<file path="config.mk">
export PLATFORM = sky130hd
export DESIGN_NAME = sync_stream_decoder_flat
export DESIGN_NICKNAME = d
export VERILOG_FILES = /design/src/rtl/sync_stream_decoder_if.sv /design/src/rtl/sync_stream_decoder.sv /design/src/flat_wrapper.sv
export SDC_FILE = /design/constraint.sdc
export NUM_CORES = 1
export LEC_CHECK = 0
export BUFFER_PORTS_ARGS = -buffer_cell sky130_fd_sc_hd__buf_2
export CORE_MARGIN = 2
export CORE_UTILIZATION = 48
export CTS_BUF_LIST = sky130_fd_sc_hd__clkbuf_4 sky130_fd_sc_hd__clkbuf_8 sky130_fd_sc_hd__clkbuf_16
export CTS_CLUSTER_DIAMETER = 150
export DETAILED_ROUTE_END_ITERATION = 6
export PLACE_DENSITY_LB_ADDON = 0.08
export SKIP_LAST_GASP = 1
export SLEW_MARGIN = 25
export SYNTH_ARGS = -nofsm -noshare
export SYNTH_HDL_FRONTEND = slang
export SYNTH_SLANG_ARGS = --single-unit
</file>
<file path="constraint.sdc">
create_clock -name CLK -period 2.4 [get_ports CLK]
set_clock_uncertainty 0.05 [all_clocks]
set_input_delay 0.6 -clock CLK [delete_from_list [all_inputs] [get_ports CLK]]
set_output_delay 0.6 -clock CLK [all_outputs]
set_load 0.02 [all_outputs]
</file>
<file path="src/rtl/sync_stream_decoder_if.sv">
// Stream bundle for the sync stream decoder: word input handshake plus the tagged beat output.
// The slave modport is the decoder's view; the master modport is the surrounding producer/consumer.
interface sync_stream_decoder_if #(
  parameter int N_CAM         = 3,
  parameter int COMPRESS_SIZE = 8,
  parameter int N_PATCH       = 4096,
  parameter int N_FRAME_SIZE  = 20,
  parameter int XB_SIZE       = 32
) ();
  localparam int PW = (N_PATCH > 1) ? $clog2(N_PATCH) : 1;
  localparam int CW = N_CAM * COMPRESS_SIZE;

  logic                    in_valid;
  logic                    in_ready;
  logic [XB_SIZE-1:0]      in_data;

  logic                    out_valid;
  logic                    out_ready;
  logic                    out_sof;
  logic                    out_last;
  logic [PW-1:0]           out_patch;
  logic [N_FRAME_SIZE-1:0] out_frame;
  logic [N_CAM-1:0]        out_mask;
  logic [CW-1:0]           out_code;

  modport slave (
    input  in_valid,
    input  in_data,
    output in_ready,
    output out_valid,
    input  out_ready,
    output out_sof,
    output out_last,
    output out_patch,
    output out_frame,
    output out_mask,
    output out_code
  );

  modport master (
    output in_valid,
    output in_data,
    input  in_ready,
    input  out_valid,
    output out_ready,
    input  out_sof,
    input  out_last,
    input  out_patch,
    input  out_frame,
    input  out_mask,
    input  out_code
  );
endinterface

</file>
<file path="src/rtl/sync_stream_decoder.sv">
// Re-frames the compander word stream into tagged beats (sof / patch index / frame number)
// and counts framing faults: orphan data, frame-number gaps, short and long frames, bad headers.
//
// state    | meaning
// WAIT_SOF | between frames; data is orphan (or long right after a last beat)
// INFRAME  | SOF seen; data words are emitted with an incrementing patch index
module sync_stream_decoder #(
  parameter int DELAY         = 1,
  parameter int N_CAM         = 3,
  parameter int COMPRESS_SIZE = 8,
  parameter int N_PATCH       = 4096,
  parameter int N_FRAME_SIZE  = 20,
  parameter int XB_SIZE       = 32,
  parameter int CNT_SIZE      = 16
) (
  input  logic                       CLK,
  input  logic                       RESET,
  sync_stream_decoder_if.slave       strm,
  output logic                       in_frame,
  output logic [CNT_SIZE-1:0]        orphan_cnt,
  output logic [CNT_SIZE-1:0]        gap_cnt,
  output logic [CNT_SIZE-1:0]        short_cnt,
  output logic [CNT_SIZE-1:0]        long_cnt,
  output logic [CNT_SIZE-1:0]        hdr_err_cnt
);
  localparam int PW = (N_PATCH > 1) ? $clog2(N_PATCH) : 1;
  localparam int CW = N_CAM * COMPRESS_SIZE;

  // The header byte only has room for three camera-mask bits.
  if (XB_SIZE < CW + 8 || XB_SIZE < N_FRAME_SIZE + 12 || N_CAM > 3 || N_CAM < 1 ||
      N_PATCH < 1 || DELAY < 0) begin : g_bad_param
    $error("sync_stream_decoder: illegal parameter combination");
  end

  typedef enum logic {
    WAIT_SOF = 1'b0,
    INFRAME  = 1'b1
  } state_t;

  state_t                  state_q, state_d;
  logic [PW-1:0]           patch_cnt_q, patch_cnt_d;
  logic [N_FRAME_SIZE-1:0] prev_frame_q, prev_frame_d;
  logic                    prev_valid_q, prev_valid_d;
  logic                    long_arm_q, long_arm_d;

  logic                    out_valid_q, out_valid_d;
  logic                    out_sof_q, out_sof_d;
  logic                    out_last_q, out_last_d;
  logic [PW-1:0]           out_patch_q, out_patch_d;
  logic [N_FRAME_SIZE-1:0] out_frame_q, out_frame_d;
  logic [N_CAM-1:0]        out_mask_q, out_mask_d;
  logic [CW-1:0]           out_code_q, out_code_d;

  logic [CNT_SIZE-1:0]     orphan_cnt_q, orphan_cnt_d;
  logic [CNT_SIZE-1:0]     gap_cnt_q, gap_cnt_d;
  logic [CNT_SIZE-1:0]     short_cnt_q, short_cnt_d;
  logic [CNT_SIZE-1:0]     long_cnt_q, long_cnt_d;
  logic [CNT_SIZE-1:0]     hdr_err_cnt_q, hdr_err_cnt_d;

  logic [7:0]              hdr;
  logic [1:0]              kind;
  logic [N_FRAME_SIZE-1:0] frame_num;
  logic [N_CAM-1:0]        mask_in;
  logic [CW-1:0]           code_in;
  logic                    hdr_ok;
  logic                    in_ready;
  logic                    accept;
  logic                    at_last;
  logic                    unused_in_bits;

  assign hdr       = strm.in_data[XB_SIZE-1 -: 8];
  assign kind      = hdr[7:6];
  assign frame_num = strm.in_data[N_FRAME_SIZE-1:0];
  assign mask_in   = hdr[N_CAM-1:0];
  assign code_in   = strm.in_data[CW-1:0];
  assign hdr_ok    = (&mask_in) && (hdr[5:3] == 3'b000);
  assign at_last   = (patch_cnt_q == PW'(N_PATCH - 1));

  // Middle bits of in_data are not defined by the word format.
  assign unused_in_bits = ^strm.in_data;

  assign in_ready = !out_valid_q || strm.out_ready;
  assign accept   = strm.in_valid && in_ready;

  function automatic logic [CNT_SIZE-1:0] sat_inc(input logic [CNT_SIZE-1:0] v);
    return (&v) ? v : v + 1'b1;
  endfunction

  always_comb begin
    state_d       = state_q;
    patch_cnt_d   = patch_cnt_q;
    prev_frame_d  = prev_frame_q;
    prev_valid_d  = prev_valid_q;
    long_arm_d    = long_arm_q;
    out_valid_d   = out_valid_q && !strm.out_ready;
    out_sof_d     = out_sof_q;
    out_last_d    = out_last_q;
    out_patch_d   = out_patch_q;
    out_frame_d   = out_frame_q;
    out_mask_d    = out_mask_q;
    out_code_d    = out_code_q;
    orphan_cnt_d  = orphan_cnt_q;
    gap_cnt_d     = gap_cnt_q;
    short_cnt_d   = short_cnt_q;
    long_cnt_d    = long_cnt_q;
    hdr_err_cnt_d = hdr_err_cnt_q;

    if (accept) begin
      // The long-frame window covers only the single word after a last beat.
      long_arm_d = 1'b0;
      unique case (kind)
        2'b11: hdr_err_cnt_d = sat_inc(hdr_err_cnt_q);

        2'b10: begin
          if (state_q == INFRAME) begin
            short_cnt_d = sat_inc(short_cnt_q);
            state_d     = WAIT_SOF;
          end
        end

        2'b01: begin
          // A short frame outranks a gap so only one counter moves per word.
          if (state_q == INFRAME) begin
            short_cnt_d = sat_inc(short_cnt_q);
          end else if (prev_valid_q &&
                       (frame_num != N_FRAME_SIZE'(prev_frame_q + 1'b1))) begin
            gap_cnt_d = sat_inc(gap_cnt_q);
          end
          prev_frame_d = frame_num;
          prev_valid_d = 1'b1;
          patch_cnt_d  = '0;
          state_d      = INFRAME;
          out_valid_d  = 1'b1;
          out_sof_d    = 1'b1;
          out_last_d   = 1'b0;
          out_patch_d  = '0;
          out_frame_d  = frame_num;
          out_mask_d   = mask_in;
          out_code_d   = '0;
        end

        default: begin
          if (state_q == INFRAME) begin
            if (!hdr_ok) begin
              hdr_err_cnt_d = sat_inc(hdr_err_cnt_q);
            end
            out_valid_d = 1'b1;
            out_sof_d   = 1'b0;
            out_last_d  = at_last;
            out_patch_d = patch_cnt_q;
            out_mask_d  = mask_in;
            out_code_d  = code_in;
            if (at_last) begin
              state_d    = WAIT_SOF;
              long_arm_d = 1'b1;
            end else begin
              patch_cnt_d = patch_cnt_q + 1'b1;
            end
          end else if (long_arm_q) begin
            long_cnt_d = sat_inc(long_cnt_q);
          end else begin
            orphan_cnt_d = sat_inc(orphan_cnt_q);
          end
        end
      endcase
    end
  end

  always_ff @(posedge CLK) begin
    if (RESET) begin
      state_q       <= WAIT_SOF;
      patch_cnt_q   <= '0;
      prev_frame_q  <= '0;
      prev_valid_q  <= 1'b0;
      long_arm_q    <= 1'b0;
      out_valid_q   <= 1'b0;
      out_sof_q     <= 1'b0;
      out_last_q    <= 1'b0;
      out_patch_q   <= '0;
      out_frame_q   <= '0;
      out_mask_q    <= '0;
      out_code_q    <= '0;
      orphan_cnt_q  <= '0;
      gap_cnt_q     <= '0;
      short_cnt_q   <= '0;
      long_cnt_q    <= '0;
      hdr_err_cnt_q <= '0;
    end else begin
      state_q       <= state_d;
      patch_cnt_q   <= patch_cnt_d;
      prev_frame_q  <= prev_frame_d;
      prev_valid_q  <= prev_valid_d;
      long_arm_q    <= long_arm_d;
      out_valid_q   <= out_valid_d;
      out_sof_q     <= out_sof_d;
      out_last_q    <= out_last_d;
      out_patch_q   <= out_patch_d;
      out_frame_q   <= out_frame_d;
      out_mask_q    <= out_mask_d;
      out_code_q    <= out_code_d;
      orphan_cnt_q  <= orphan_cnt_d;
      gap_cnt_q     <= gap_cnt_d;
      short_cnt_q   <= short_cnt_d;
      long_cnt_q    <= long_cnt_d;
      hdr_err_cnt_q <= hdr_err_cnt_d;
    end
  end

  assign strm.in_ready  = in_ready;
  assign strm.out_valid = out_valid_q;
  assign strm.out_sof   = out_sof_q;
  assign strm.out_last  = out_last_q;
  assign strm.out_patch = out_patch_q;
  assign strm.out_frame = out_frame_q;
  assign strm.out_mask  = out_mask_q;
  assign strm.out_code  = out_code_q;

  assign in_frame    = (state_q == INFRAME);
  assign orphan_cnt  = orphan_cnt_q;
  assign gap_cnt     = gap_cnt_q;
  assign short_cnt   = short_cnt_q;
  assign long_cnt    = long_cnt_q;
  assign hdr_err_cnt = hdr_err_cnt_q;
endmodule

</file>
<file path="src/flat_wrapper.sv">
// flat-port wrapper written by rule: the top's interface ports become plain ports
module sync_stream_decoder_flat 
#(
  parameter int DELAY         = 1,
  parameter int N_CAM         = 3,
  parameter int COMPRESS_SIZE = 8,
  parameter int N_PATCH       = 4096,
  parameter int N_FRAME_SIZE  = 20,
  parameter int XB_SIZE       = 32,
  parameter int CNT_SIZE      = 16
)
  (CLK, RESET, in_frame, orphan_cnt, gap_cnt, short_cnt, long_cnt, hdr_err_cnt, strm_in_valid, strm_in_data, strm_in_ready, strm_out_valid, strm_out_ready, strm_out_sof, strm_out_last, strm_out_patch, strm_out_frame, strm_out_mask, strm_out_code);
  sync_stream_decoder_if #(.N_CAM(N_CAM), .COMPRESS_SIZE(COMPRESS_SIZE), .N_PATCH(N_PATCH), .N_FRAME_SIZE(N_FRAME_SIZE), .XB_SIZE(XB_SIZE)) strm_i ();
  input  logic CLK;
  input  logic RESET;
  output logic in_frame;
  output logic [CNT_SIZE-1:0] orphan_cnt;
  output logic [CNT_SIZE-1:0] gap_cnt;
  output logic [CNT_SIZE-1:0] short_cnt;
  output logic [CNT_SIZE-1:0] long_cnt;
  output logic [CNT_SIZE-1:0] hdr_err_cnt;
  input wire logic [$bits(strm_i.in_valid)-1:0] strm_in_valid;
  input wire logic [$bits(strm_i.in_data)-1:0] strm_in_data;
  output wire logic [$bits(strm_i.in_ready)-1:0] strm_in_ready;
  output wire logic [$bits(strm_i.out_valid)-1:0] strm_out_valid;
  input wire logic [$bits(strm_i.out_ready)-1:0] strm_out_ready;
  output wire logic [$bits(strm_i.out_sof)-1:0] strm_out_sof;
  output wire logic [$bits(strm_i.out_last)-1:0] strm_out_last;
  output wire logic [$bits(strm_i.out_patch)-1:0] strm_out_patch;
  output wire logic [$bits(strm_i.out_frame)-1:0] strm_out_frame;
  output wire logic [$bits(strm_i.out_mask)-1:0] strm_out_mask;
  output wire logic [$bits(strm_i.out_code)-1:0] strm_out_code;
  assign strm_i.in_valid = strm_in_valid;
  assign strm_i.in_data = strm_in_data;
  assign strm_in_ready = strm_i.in_ready;
  assign strm_out_valid = strm_i.out_valid;
  assign strm_i.out_ready = strm_out_ready;
  assign strm_out_sof = strm_i.out_sof;
  assign strm_out_last = strm_i.out_last;
  assign strm_out_patch = strm_i.out_patch;
  assign strm_out_frame = strm_i.out_frame;
  assign strm_out_mask = strm_i.out_mask;
  assign strm_out_code = strm_i.out_code;
  sync_stream_decoder #(.DELAY(DELAY), .N_CAM(N_CAM), .COMPRESS_SIZE(COMPRESS_SIZE), .N_PATCH(N_PATCH), .N_FRAME_SIZE(N_FRAME_SIZE), .XB_SIZE(XB_SIZE), .CNT_SIZE(CNT_SIZE)) u_core (.CLK(CLK), .RESET(RESET), .strm(strm_i), .in_frame(in_frame), .orphan_cnt(orphan_cnt), .gap_cnt(gap_cnt), .short_cnt(short_cnt), .long_cnt(long_cnt), .hdr_err_cnt(hdr_err_cnt));
endmodule
</file>
==> results of run 1 <==
-- cell usage in the layout, fill, tap and decap left out, types with 4 or more instances in the layout --
cell and n:
clkinv_4 4, or4_1 6, o31ai_1 8, nand2_1 129, and2_1 7, a21oi_1 69
nor4_1 5, nand4b_1 4, ha_1 10, or3_1 14, nand3_1 42, dfxtp_2 10
nor2_1 114, inv_1 11, clkbuf_16 17, buf_4 103, o21ai_1 7, mux2i_1 26
xnor2_1 34, nand4_1 28, and4_1 8, o21ai_0 10, buf_2 178, and3_1 12
dfxtp_1 144, buf_12 6, nor3_1 16, nor2b_1 4, xor2_1 48
-- per-stage QoR --
step	utilization [%]	setup TNS (ns)	std cells
6_report	67.9	-0.391	1336
5_1_grt	67.9	-1.60	1336
4_1_cts	67.2	-1.30	1335
3_5_place_dp	62.1	-4.14	1297
3_3_place_gp	62.1	-3.43	1297
2_1_floorplan	-	-0.0735	869
-- area by class of cell --
cell class              instances  area [µm²]  share of cell area, %
clock buffers                  20         467                   4.69
clock inverters                12         136                   1.37
inverters                      12        45.0                  0.453
repair buffers                291        1850                   18.6
flip-flops and latches        157        3170                   31.8
well taps                     184         230                   2.31
multi-input cells             660        4050                   40.7
-- cells by family after synthesis --
family / share of synthesized area [%]
flops: 43.4
fa+ha+maj: 1.90
buf+inv: 3.15
simple gates: 27.8
compound gates: 10.1
xor+xnor: 10.0
mux: 3.60
-- repair_timing --
| action | CTS | global route |
|---|---|---|
| setup buffers | 4 | 1 |
| cloned | 2 | 0 |
| setup endpoints to repair | 16 | 16 |
| gates resized for setup | 11 | 25 |
| pin swaps | 15 | 23 |
-- power breakdown --
part	switching, mW	leakage [nW]	total, mW	internal, mW
sequential	0.0229	1.27	2.66	2.63
clock	1.09	0.289	2.71	1.62
combinational	0.260	2.78	0.451	0.191
-- critical path, stage by stage (launching register included) --
cell	delay, ns
dfxtp_4	0.35
buf_4	0.15
and2_1	0.15
nand4_1	0.17
xnor2_1	0.23
o22ai_2	0.13
o221ai_4	0.27
o21bai_4	0.09
buf_12	0.15
or4_1	0.47
a21oi_1	0.19
-- state kept, by name (all words and copies together), names as in the netlist --
signal                 count
u_core.in_frame            1
u_core.strm.out_code      24
u_core.patch_cnt_q        12
u_core.strm.out_mask       3
u_core.strm.out_valid      1
u_core.orphan_cnt         16
u_core.gap_cnt            16
u_core.hdr_err_cnt        16
u_core.strm.out_last       1
u_core.strm.out_frame     20
u_core.strm.out_patch     12
u_core.short_cnt          16
u_core.long_arm_q          1
u_core.prev_valid_q        1
u_core.long_cnt           16
u_core.strm.out_sof        1
-- cell usage after synthesis (2+ instances only) --
master / n
nand4_2: 2
a41oi_2: 2
o21ai_0: 10
inv_1: 12
nand2_1: 130
or3_1: 15
dfxtp_1: 157
nor4_1: 8
and4_1: 10
nand4b_1: 4
or4_1: 8
a31oi_1: 2
a21oi_1: 72
nand4_1: 28
xor2_1: 49
and2_1: 7
ha_1: 11
nand2b_1: 4
o21ai_1: 9
o31ai_1: 9
a211oi_1: 3
nor3b_1: 3
nor3_1: 17
buf_1: 7
xnor2_1: 34
buf_2: 7
nand3_1: 42
clkbuf_1: 24
o21bai_1: 2
nor2_1: 115
mux2i_1: 26
nor2b_1: 5
and3_1: 12
-- worst paths after layout --
| path | cells past startpoint | end |
|---|---|---|
| worst max-delay path | 10 | u_core.gap_cnt[11] |
| worst min-delay path | 3 | u_core.strm.out_code[20] |
| worst max register to register | 10 | u_core.gap_cnt[11] |
| worst min register to register | 2 | u_core.strm.out_code[8] |
-- layer usage --
| metal | wire length (µm) | GRT usage [%] |
|---|---|---|
| met5 | 0 | 0 |
| met4 | 202 | 6.14 |
| met3 | 1070 | 5.31 |
| met2 | 9260 | 38.8 |
| met1 | 8650 | 31.1 |
==> flow_summary_export.csv, run 1 <==
group,metric,value,unit
status,status,"complete, but fails checks",
logic_synthesis,yosys.area.top_type_share,43.4,%
logic_synthesis,yosys_most_used_dff,"dfxtp_1",
pwr,power.leakage,4.35,nW
floorplanning,start_util,49.4,%
logic_synthesis,synth_area_leader_cell,"dfxtp_1",
cells_and_area,diodes,0,
routing,viasPerCell,5.27,
clock_tree,cts_buffer_depth,2,
logic_synthesis,ys_top_cells_by_area,"dfxtp_1, nand2_1, nor2_1, xor2_1, a21oi_1",
routing,drt-pass1-iter-count,5,
logic_synthesis,syn_inst,869,
cells_and_area,fillers,1256,
clock_tree,clock_sinks,157,
timing,slew_headroom,74.0,%
timing,min_period,2.48,ns
logic_synthesis,syn-num-nets,916,
min_path,hold_start,"strm_in_data[20]",
cells_and_area,stdcell_area,9950,µm²
min_path,hold_path.class,"input pin to flip-flop",
logic_synthesis,synth-edff-count,0,
worst_setup_path,rrSetupSlack,-0.08,ns
cells_and_area,nets,1186,
worst_setup_path,cp.arrival,2.77,ns
placed_design,dp_hpwl,13400,µm
pwr,p_per_area,585,nW/µm²
routing,num_vias,7047,
timing,fin_crit_sh,103,%
global_route,gr-total-overflow,0,
placed_design,port_buffers,179,
clock_tree,cts_tree,"done",
pwr,power,5.82,mW
worst_setup_path,path_max_fanout,7,
clock_tree,insertion_delay,0.42,ns
worst_setup_path,setup.worst_path.start_class,"flip-flop",
routing,antenna_left,0,
logic_synthesis,syn_area_per_cell,8.33,µm²
worst_setup_path,end_kind,"flip-flop",
timing,fmax,403,MHz
placed_design,routabilityCongestion,0.862,
logic_synthesis,postSynth.asyncResetShare,0,%
clock_tree,holdBufCountCts,0,
clock_tree,h-tree-depth,4,
timing,holdWs,0.367,ns
clock_tree,clkTransAtPathRegs,0.06,ns
floorplanning,die_w,127,µm
floorplanning,dieHeight,127,µm
timing,hold_viol,0,
floorplanning,core_area,14600,µm²
worst_setup_path,crit_start,"u_core.strm.out_frame[1]",
logic_synthesis,yosys_warnings,0,
routing,drc,0,
worst_setup_path,crit_type,"flip-flop to flip-flop",
logic_synthesis,ys_types,56,
placed_design,dpl_cell_area,9100,µm²
global_route,grt_start_max_net_pins,67,
status,violations,"setup timing",
global_route,grt_pass1_wl,31100,µm
job,drv_cap,0,
routing,avgRoutedWirePerCell,14.4,µm
worst_setup_path,r2r-start,"u_core.strm.out_frame[1]",
floorplanning,rows,44,
logic_synthesis,yosysSeqAreaShare,43.4,%
floorplanning,pin_count,180,
cells_and_area,drive_gt1_share,32.6,%
global_route,antenna_found_initial,0,
timing,layout_setup_ws,-0.0812,ns
logic_synthesis,mappedNetlistArea,7240,µm²
timing,setup_viol,13,
clock_tree,numCtsBuffers,17,
timing,slew_viol_final,0,
timing,rsz0062_at_grt,"yes",
routing,drt_iter0_markers,435,
worst_setup_path,required,2.69,ns
global_route,grt.total_usage,23.5,%
routing,routed_wl,19200,µm
placed_design,dp_slack,-0.272,ns
pwr,ir_drop,0.000454,V
cells_and_area,area_growth,37.4,%
timing,tightestPinTransition,0.387,ns
logic_synthesis,ys_ff_latch,157,
floorplanning,dieArea,16100,µm²
global_route,grt_pass1_vias,6424,
clock_tree,clockRootBuffer,"clkbuf_16",
(Power assumes the default switching activity.)
==> run 2, diff against run 1 <==
- CORE_UTILIZATION: 48 -> 25
- SKIP_LAST_GASP: 1 -> unset
==> run 2 against run 1 <==
The run still ends with setup timing left. Global-route usage fell by 8.8 points. Non-clock buffer count grew 15. Final cell count grew 16%. Power rose by 1.1%. Fmax decreased by 4.3%. Flip-flop and latch count unchanged. First-iteration DRC count fell by 43%. Core utilization decreased by 32 points. Sequential power about the same. Register-to-register slack got worse by 0.11 ns. Die area increased by 89%. Worst hold slack lost 0.0052 ns. Critical path type unchanged.
==> flow_summary_export.csv, run 2 (synthesized netlist as in run 1, its figures left out) <==
group,metric,value,unit
status,status,"complete, but fails checks",
status,violations,"setup timing",
clock_tree,cts_tree,"done",
worst_setup_path,cp.arrival,2.85,ns
worst_setup_path,critPathSlowestCell,"or4b_4",
pwr,clock_power_share,47.0,%
clock_tree,holdBufCountCts,0,
pwr,switching_share,24.5,%
clock_tree,insertion_delay,0.42,ns
global_route,grt_pass1_vias,6674,
timing,fin_crit_sh,108,%
pwr,p_int,4.44,mW
worst_setup_path,path_max_fanout,15,
min_path,hold_path_end,"u_core.strm.out_code[21]",
floorplanning,pin_count,180,
routing,avgRoutedWirePerCell,14.4,µm
timing,layout_setup_ws,-0.193,ns
worst_setup_path,crit_start,"u_core.strm.out_frame[0]",
cells_and_area,post-route-util,35.7,%
cells_and_area,stdcell_area,10200,µm²
routing,drt-pass1-iter-count,4,
pwr,switchingPower,1.44,mW
routing,viasPerCell,4.51,
pwr,seq_power_share,45.2,%
worst_setup_path,path_delay_family,"simple AND/OR/NAND/NOR gates",
worst_setup_path,rrSetupSlack,-0.19,ns
timing,rsz0062_at_grt,"yes",
routing,drc,0,
timing,setup-tns-final,-2.68,ns
placed_design,dp_slack,-0.276,ns
cells_and_area,final_cells,1550,
min_path,hold_start,"strm_in_data[21]",
routing,num_vias,6985,
placed_design,routabilityCongestion,0.789,
clock_tree,cts_buffer_depth,2,
clock_tree,numCtsBuffers,17,
worst_setup_path,required,2.65,ns
clock_tree,clockRootBuffer,"clkbuf_16",
timing,slew_viol_final,0,
worst_setup_path,crit_buf_inv,1,
cells_and_area,area_growth,41.1,%
floorplanning,start_util,25.3,%
worst_setup_path,r2r-start,"u_core.strm.out_frame[0]",
floorplanning,core_area,28600,µm²
job,drv_cap,0,
cells_and_area,drive_gt1_share,32.0,%
global_route,grt.total_usage,14.7,%
cells_and_area,diodes,0,
worst_setup_path,end_kind,"flip-flop",
clock_tree,clock_sinks,157,
cells_and_area,layout_common_cells,"buf_2, dfxtp_1, nand2_1, buf_4, nor2_1",
routing,antenna_left,0,
pwr,combPwrFrac,7.8,%
global_route,antenna_found_initial,2,
floorplanning,rows,62,
cells_and_area,layout_commonest_cell,"buf_2",
floorplanning,dieHeight,174,µm
pwr,p_per_area,576,nW/µm²
global_route,grt_start_max_net_pins,43,
floorplanning,dieArea,30300,µm²
worst_setup_path,worstPathCellList,"ha_4, and4_4, nand4_4, or4b_4, a41oi_4, o221ai_4, o21bai_4, clkbuf_16, or4_1, a21oi_1",
timing,fmax,386,MHz
worst_setup_path,setup.worst_path.start_class,"flip-flop",
routing,drt_iter0_markers,248,
timing,min_period,2.59,ns
min_path,hold_path.class,"input pin to flip-flop",
timing,slew_headroom,71.8,%
cells_and_area,largest_reg_flops,24,
worst_setup_path,max_stage_delay,0.54,ns
timing,holdWs,0.361,ns
timing,hold_viol,0,
global_route,gr-total-overflow,0,
worst_setup_path,crit_type,"flip-flop to flip-flop",
placed_design,port_buffers,179,
floorplanning,die_w,174,µm
clock_tree,clkTransAtPathRegs,0.07,ns
timing,setup_viol,16,
routing,routed_wl,22300,µm
worst_setup_path,r2r-end,"u_core.gap_cnt[9]",
placed_design,dpl_cell_area,9490,µm²
placed_design,dp_cells,1516,
min_path,hold_depth,3,
pwr,power.leakage,4.41,nW
clock_tree,h-tree-depth,4,
pwr,power,5.88,mW
placed_design,dp_hpwl,16200,µm
worst_setup_path,reg2reg_depth,10,
global_route,grt_pass1_wl,35900,µm
cells_and_area,nets,1200,
clock_tree,postCtsSetupBuffers,0,
timing,tightestPinTransition,0.423,ns
pwr,ir_drop,0.000378,V
==> run 2: cell types whose count changed in the layout (fill, tap and decap cells not counted), sizes merged <==
cell,before,now
clkinv,6,4
clkbuf,20,22
inv,13,16
o21bai,4,3
clkinvlp,3,2
buf,291,304
==> run 2: routing by layer <==
metal / track usage [%] / wire length [µm]
met5: 0 / 13
met4: 4.13 / 232
met3: 3.83 / 1060
met2: 23.7 / 10100
met1: 19.4 / 10800
==> run 2: cell type report <==
type	count	area, µm²
fill	3038	18400
multi-input combinational	659	3980
sequential	157	3170
timing repair buffer	306	1950
tap	384	480
clock buffer	20	460
clock inverter	12	135
inverter	12	45.0
==> run 2: power by group through the flow <==
stage	Sequential, mW	Combinational [mW]	Clock [mW]
2_1_floorplan	2.75	0.190	0
3_3_place_gp	2.72	0.459	0
3_5_place_dp	2.72	0.457	0
4_1_cts	2.66	0.460	2.89
5_1_grt	2.66	0.503	3.00
6_report	2.66	0.458	2.77
==> run 2: worst reg2reg max path: stages, from the launching register on <==
cell and delay (ns):
dfxtp_4 0.36, ha_4 0.15, and4_4 0.23, nand4_4 0.09
or4b_4 0.54, a41oi_4 0.21, o221ai_4 0.16, o21bai_4 0.28
clkbuf_16 0.22, or4_1 0.11, a21oi_1 0.05
==> run 2: how the worst max path moves through the flow <==
stage,endpoint,slack (ns),depth (start not counted)
after floorplan,u_core.gap_cnt[1],-0.05,11
after global placement,u_core.gap_cnt[9],-0.26,10
after detailed placement,u_core.gap_cnt[9],-0.28,10
after CTS,u_core.gap_cnt[1],-0.18,10
after global routing,u_core.gap_cnt[1],-0.29,10
final,u_core.gap_cnt[9],-0.19,10
==> run 2: repair_timing <==
action,4_1_cts,5_1_grt
setup endpoints to repair,16,16
cloned,0,2
pin swaps,0,12
gates resized for setup,2,12
==> run 3, diff against run 2 <==
- ABC_AREA: unset -> 1
==> run 3 against run 2 <==
The flow now finishes without violations. Critical endpoint is now u_core.gap_cnt[6]. Global-route usage up 0.83 points. Core utilization down 2.8 points. Critical path type unchanged. Combinational power is 14% higher.
==> flow_summary_export.csv, run 3 <==
group,metric,value,unit
status,status,"finished clean",
floorplanning,core_area,31700,µm²
placed_design,dp_cells,1777,
cells_and_area,final_cells,1810,
routing,drt-pass1-iter-count,4,
pwr,ir_drop,0.000513,V
cells_and_area,largest_reg_flops,24,
cells_and_area,fillers,3530,
logic_synthesis,ys_ff_latch,157,
floorplanning,start_util,25.6,%
cells_and_area,multi_input_area,4280,µm²
logic_synthesis,yosys_warnings,0,
timing,tightestPinTransition,0.718,ns
logic_synthesis,mappedNetlistArea,8110,µm²
routing,avgRoutedWirePerCell,14.0,µm
routing,viasPerCell,4.40,
cells_and_area,layout_commonest_cell,"nand2_1",
logic_synthesis,syn_inst,1174,
worst_setup_path,path_max_fanout,10,
floorplanning,dieArea,33900,µm²
cells_and_area,layout_common_cells,"nand2_1, buf_2, nor2_1, dfxtp_1, inv_1",
worst_setup_path,crit_start,"u_core.strm.out_frame[0]",
logic_synthesis,yosys-top-cells-count,"nand2_1, nor2_1, dfxtp_1",
logic_synthesis,ys_top_cells_by_area,"dfxtp_1, nand2_1, nor2_1, inv_1, a21oi_1",
worst_setup_path,cp.arrival,2.41,ns
timing,fin_crit_sh,89.8,%
clock_tree,clockRootBuffer,"clkbuf_16",
timing,fmax,464,MHz
timing,setup-tns-final,0,ns
placed_design,dp_hpwl,19300,µm
worst_setup_path,critPathSlowestCell,"dfxtp_1",
routing,drt_iter0_markers,398,
timing,min_period,2.15,ns
global_route,antenna_found_initial,0,
worst_setup_path,crit_buf_inv,1,
placed_design,dp_slack,0.0557,ns
logic_synthesis,yosys.area.top_type_share,38.7,%
clock_tree,clock_sinks,157,
clock_tree,insertion_delay,0.45,ns
timing,slew_headroom,52.2,%
worst_setup_path,rrSetupSlack,0.25,ns
global_route,gr-total-overflow,0,
cells_and_area,nets,1442,
routing,antenna_left,0,
worst_setup_path,path_delay_family,"simple AND/OR/NAND/NOR gates",
routing,drc,0,
logic_synthesis,syn_area_per_cell,6.91,µm²
global_route,grt.total_usage,15.5,%
logic_synthesis,yosys_most_used_dff,"dfxtp_1",
logic_synthesis,synth_area_leader_cell,"dfxtp_1",
pwr,p_per_area,584,nW/µm²
timing,hold_viol,0,
job,drv_cap,0,
logic_synthesis,yosysSeqAreaShare,38.7,%
floorplanning,rows,65,
min_path,hold_start,"strm_in_data[26]",
clock_tree,cts_tree,"done",
floorplanning,pin_count,180,
timing,slew_viol_final,0,
clock_tree,h-tree-depth,4,
clock_tree,clkTransAtPathRegs,0.07,ns
cells_and_area,diodes,0,
global_route,grt_start_max_net_pins,52,
clock_tree,holdBufCountCts,0,
logic_synthesis,syn-num-nets,1221,
placed_design,port_buffers,179,
logic_synthesis,yosysMostFrequentCell,"nand2_1",
min_path,hold_path.class,"input pin to flip-flop",
cells_and_area,drive_gt1_share,23.2,%
worst_setup_path,crit_type,"flip-flop to flip-flop",
cells_and_area,seqCellArea,3140,µm²
routing,num_vias,7956,
global_route,grt_pass1_vias,7762,
logic_synthesis,postSynth.asyncResetShare,0,%
timing,setup_viol,0,
worst_setup_path,r2r-start,"u_core.strm.out_frame[0]",
placed_design,routabilityCongestion,0.773,
logic_synthesis,ys_types,40,
worst_setup_path,max_stage_delay,0.34,ns
global_route,grt_pass1_wl,41600,µm
worst_setup_path,cpMostUsedCell,"nand2_1",
worst_setup_path,setup.worst_path.start_class,"flip-flop",
logic_synthesis,synth-edff-count,0,
timing,rsz0062_at_grt,"no",
cells_and_area,area_growth,28.7,%
floorplanning,die_w,184,µm
clock_tree,numCtsBuffers,17,
floorplanning,dieHeight,184,µm
routing,routed_wl,25400,µm
clock_tree,cts_buffer_depth,2,
timing,layout_setup_ws,0.245,ns
worst_setup_path,worstPathCellList,"ha_2, nand2_2, nor2_4, nand2_1, o21bai_1, nand2_1, nor2_1, nand2_1, nor2_4, nand3_4, buf_4, nand3_1, a21oi_2",
worst_setup_path,required,2.65,ns
worst_setup_path,end_kind,"flip-flop",
pwr,power.leakage,4.46,nW
## run 3: cell types whose count changed in the layout (fill, tap and decap cells not counted), moves of 19 or more
cell / before / now
a211oi_1: 3 / 22
buf_4: 121 / 56
inv_1: 12 / 142
mux2i_1: 26 / 0
nand2_1: 130 / 239
nand3_1: 42 / 70
nor2_1: 115 / 160
nor3_1: 17 / 54
o21ai_0: 10 / 55
## run 3: worst register-to-register path, stage by stage, from the launching register on
cell	delay, ns
dfxtp_1	0.34
ha_2	0.21
nand2_2	0.09
nor2_4	0.21
nand2_1	0.13
o21bai_1	0.15
nand2_1	0.07
nor2_1	0.09
nand2_1	0.09
nor2_4	0.12
nand3_4	0.13
buf_4	0.20
nand3_1	0.09
a21oi_2	0.06
## run 3: worst paths after layout
check,end,depth (start not counted)
worst min register to register,u_core.short_cnt[4],2
worst max register to register,u_core.gap_cnt[6],13
worst max-delay path,u_core.gap_cnt[6],13
worst min-delay path,u_core.strm.out_mask[2],3
## run 3: repair_timing
| item | 4_1_cts | 5_1_grt |
|---|---|---|
| endpoints found under the setup margin | 0 | 18 |
| buffers inserted | 0 | 1 |
| resized for setup | 0 | 5 |
## run 3: area by class of cell
class,instances,area share [%]
flip-flops and latches,157,30.1
inverters,148,5.32
multi-input cells,834,41.0
clock buffers,17,4.08
repair buffers,237,13.0
well taps,402,4.82
clock inverters,15,1.65
## run 3: stage by stage
stage / instance area [µm²] / hold WS [ns] / util (%) / total power, mW
6_report: 10400 / 0.349 / 32.9 / 6.09
5_1_grt: 10400 / 0.346 / 32.9 / 6.39
2_1_floorplan: 8110 / 0.386 / - / 3.08
3_3_place_gp: 9810 / 0.405 / 30.9 / 3.30
4_1_cts: 10400 / 0.324 / 32.8 / 6.23
3_5_place_dp: 9810 / 0.404 / 30.9 / 3.30
## run 3: logic make-up (layout without fill, tap and decap cells)
kind of cell    count (synthesis)  count (layout)  share of synthesized area (%)
simple gates                  595             595                           32.8
buf+inv                       183             417                           8.76
compound gates                180             180                           12.8
flops                         157             157                           38.7
xor+xnor                       48              48                           5.18
fa+ha+maj                      11              11                           1.70
## run 3: power breakdown
part / internal, mW / total [mW] / switching (mW)
logic: 0.182 / 0.521 / 0.339
clock network: 1.57 / 2.86 / 1.29
registers: 2.66 / 2.71 / 0.0505
## run 3: metal layers
metal	GRT usage (%)	vias up	share of wire, %
li1	-	4232	-
met1	21.1	3579	50
met2	24.1	126	44
met3	3.83	19	4.6
met4	4.99	0	1.5
met5	0	-	0
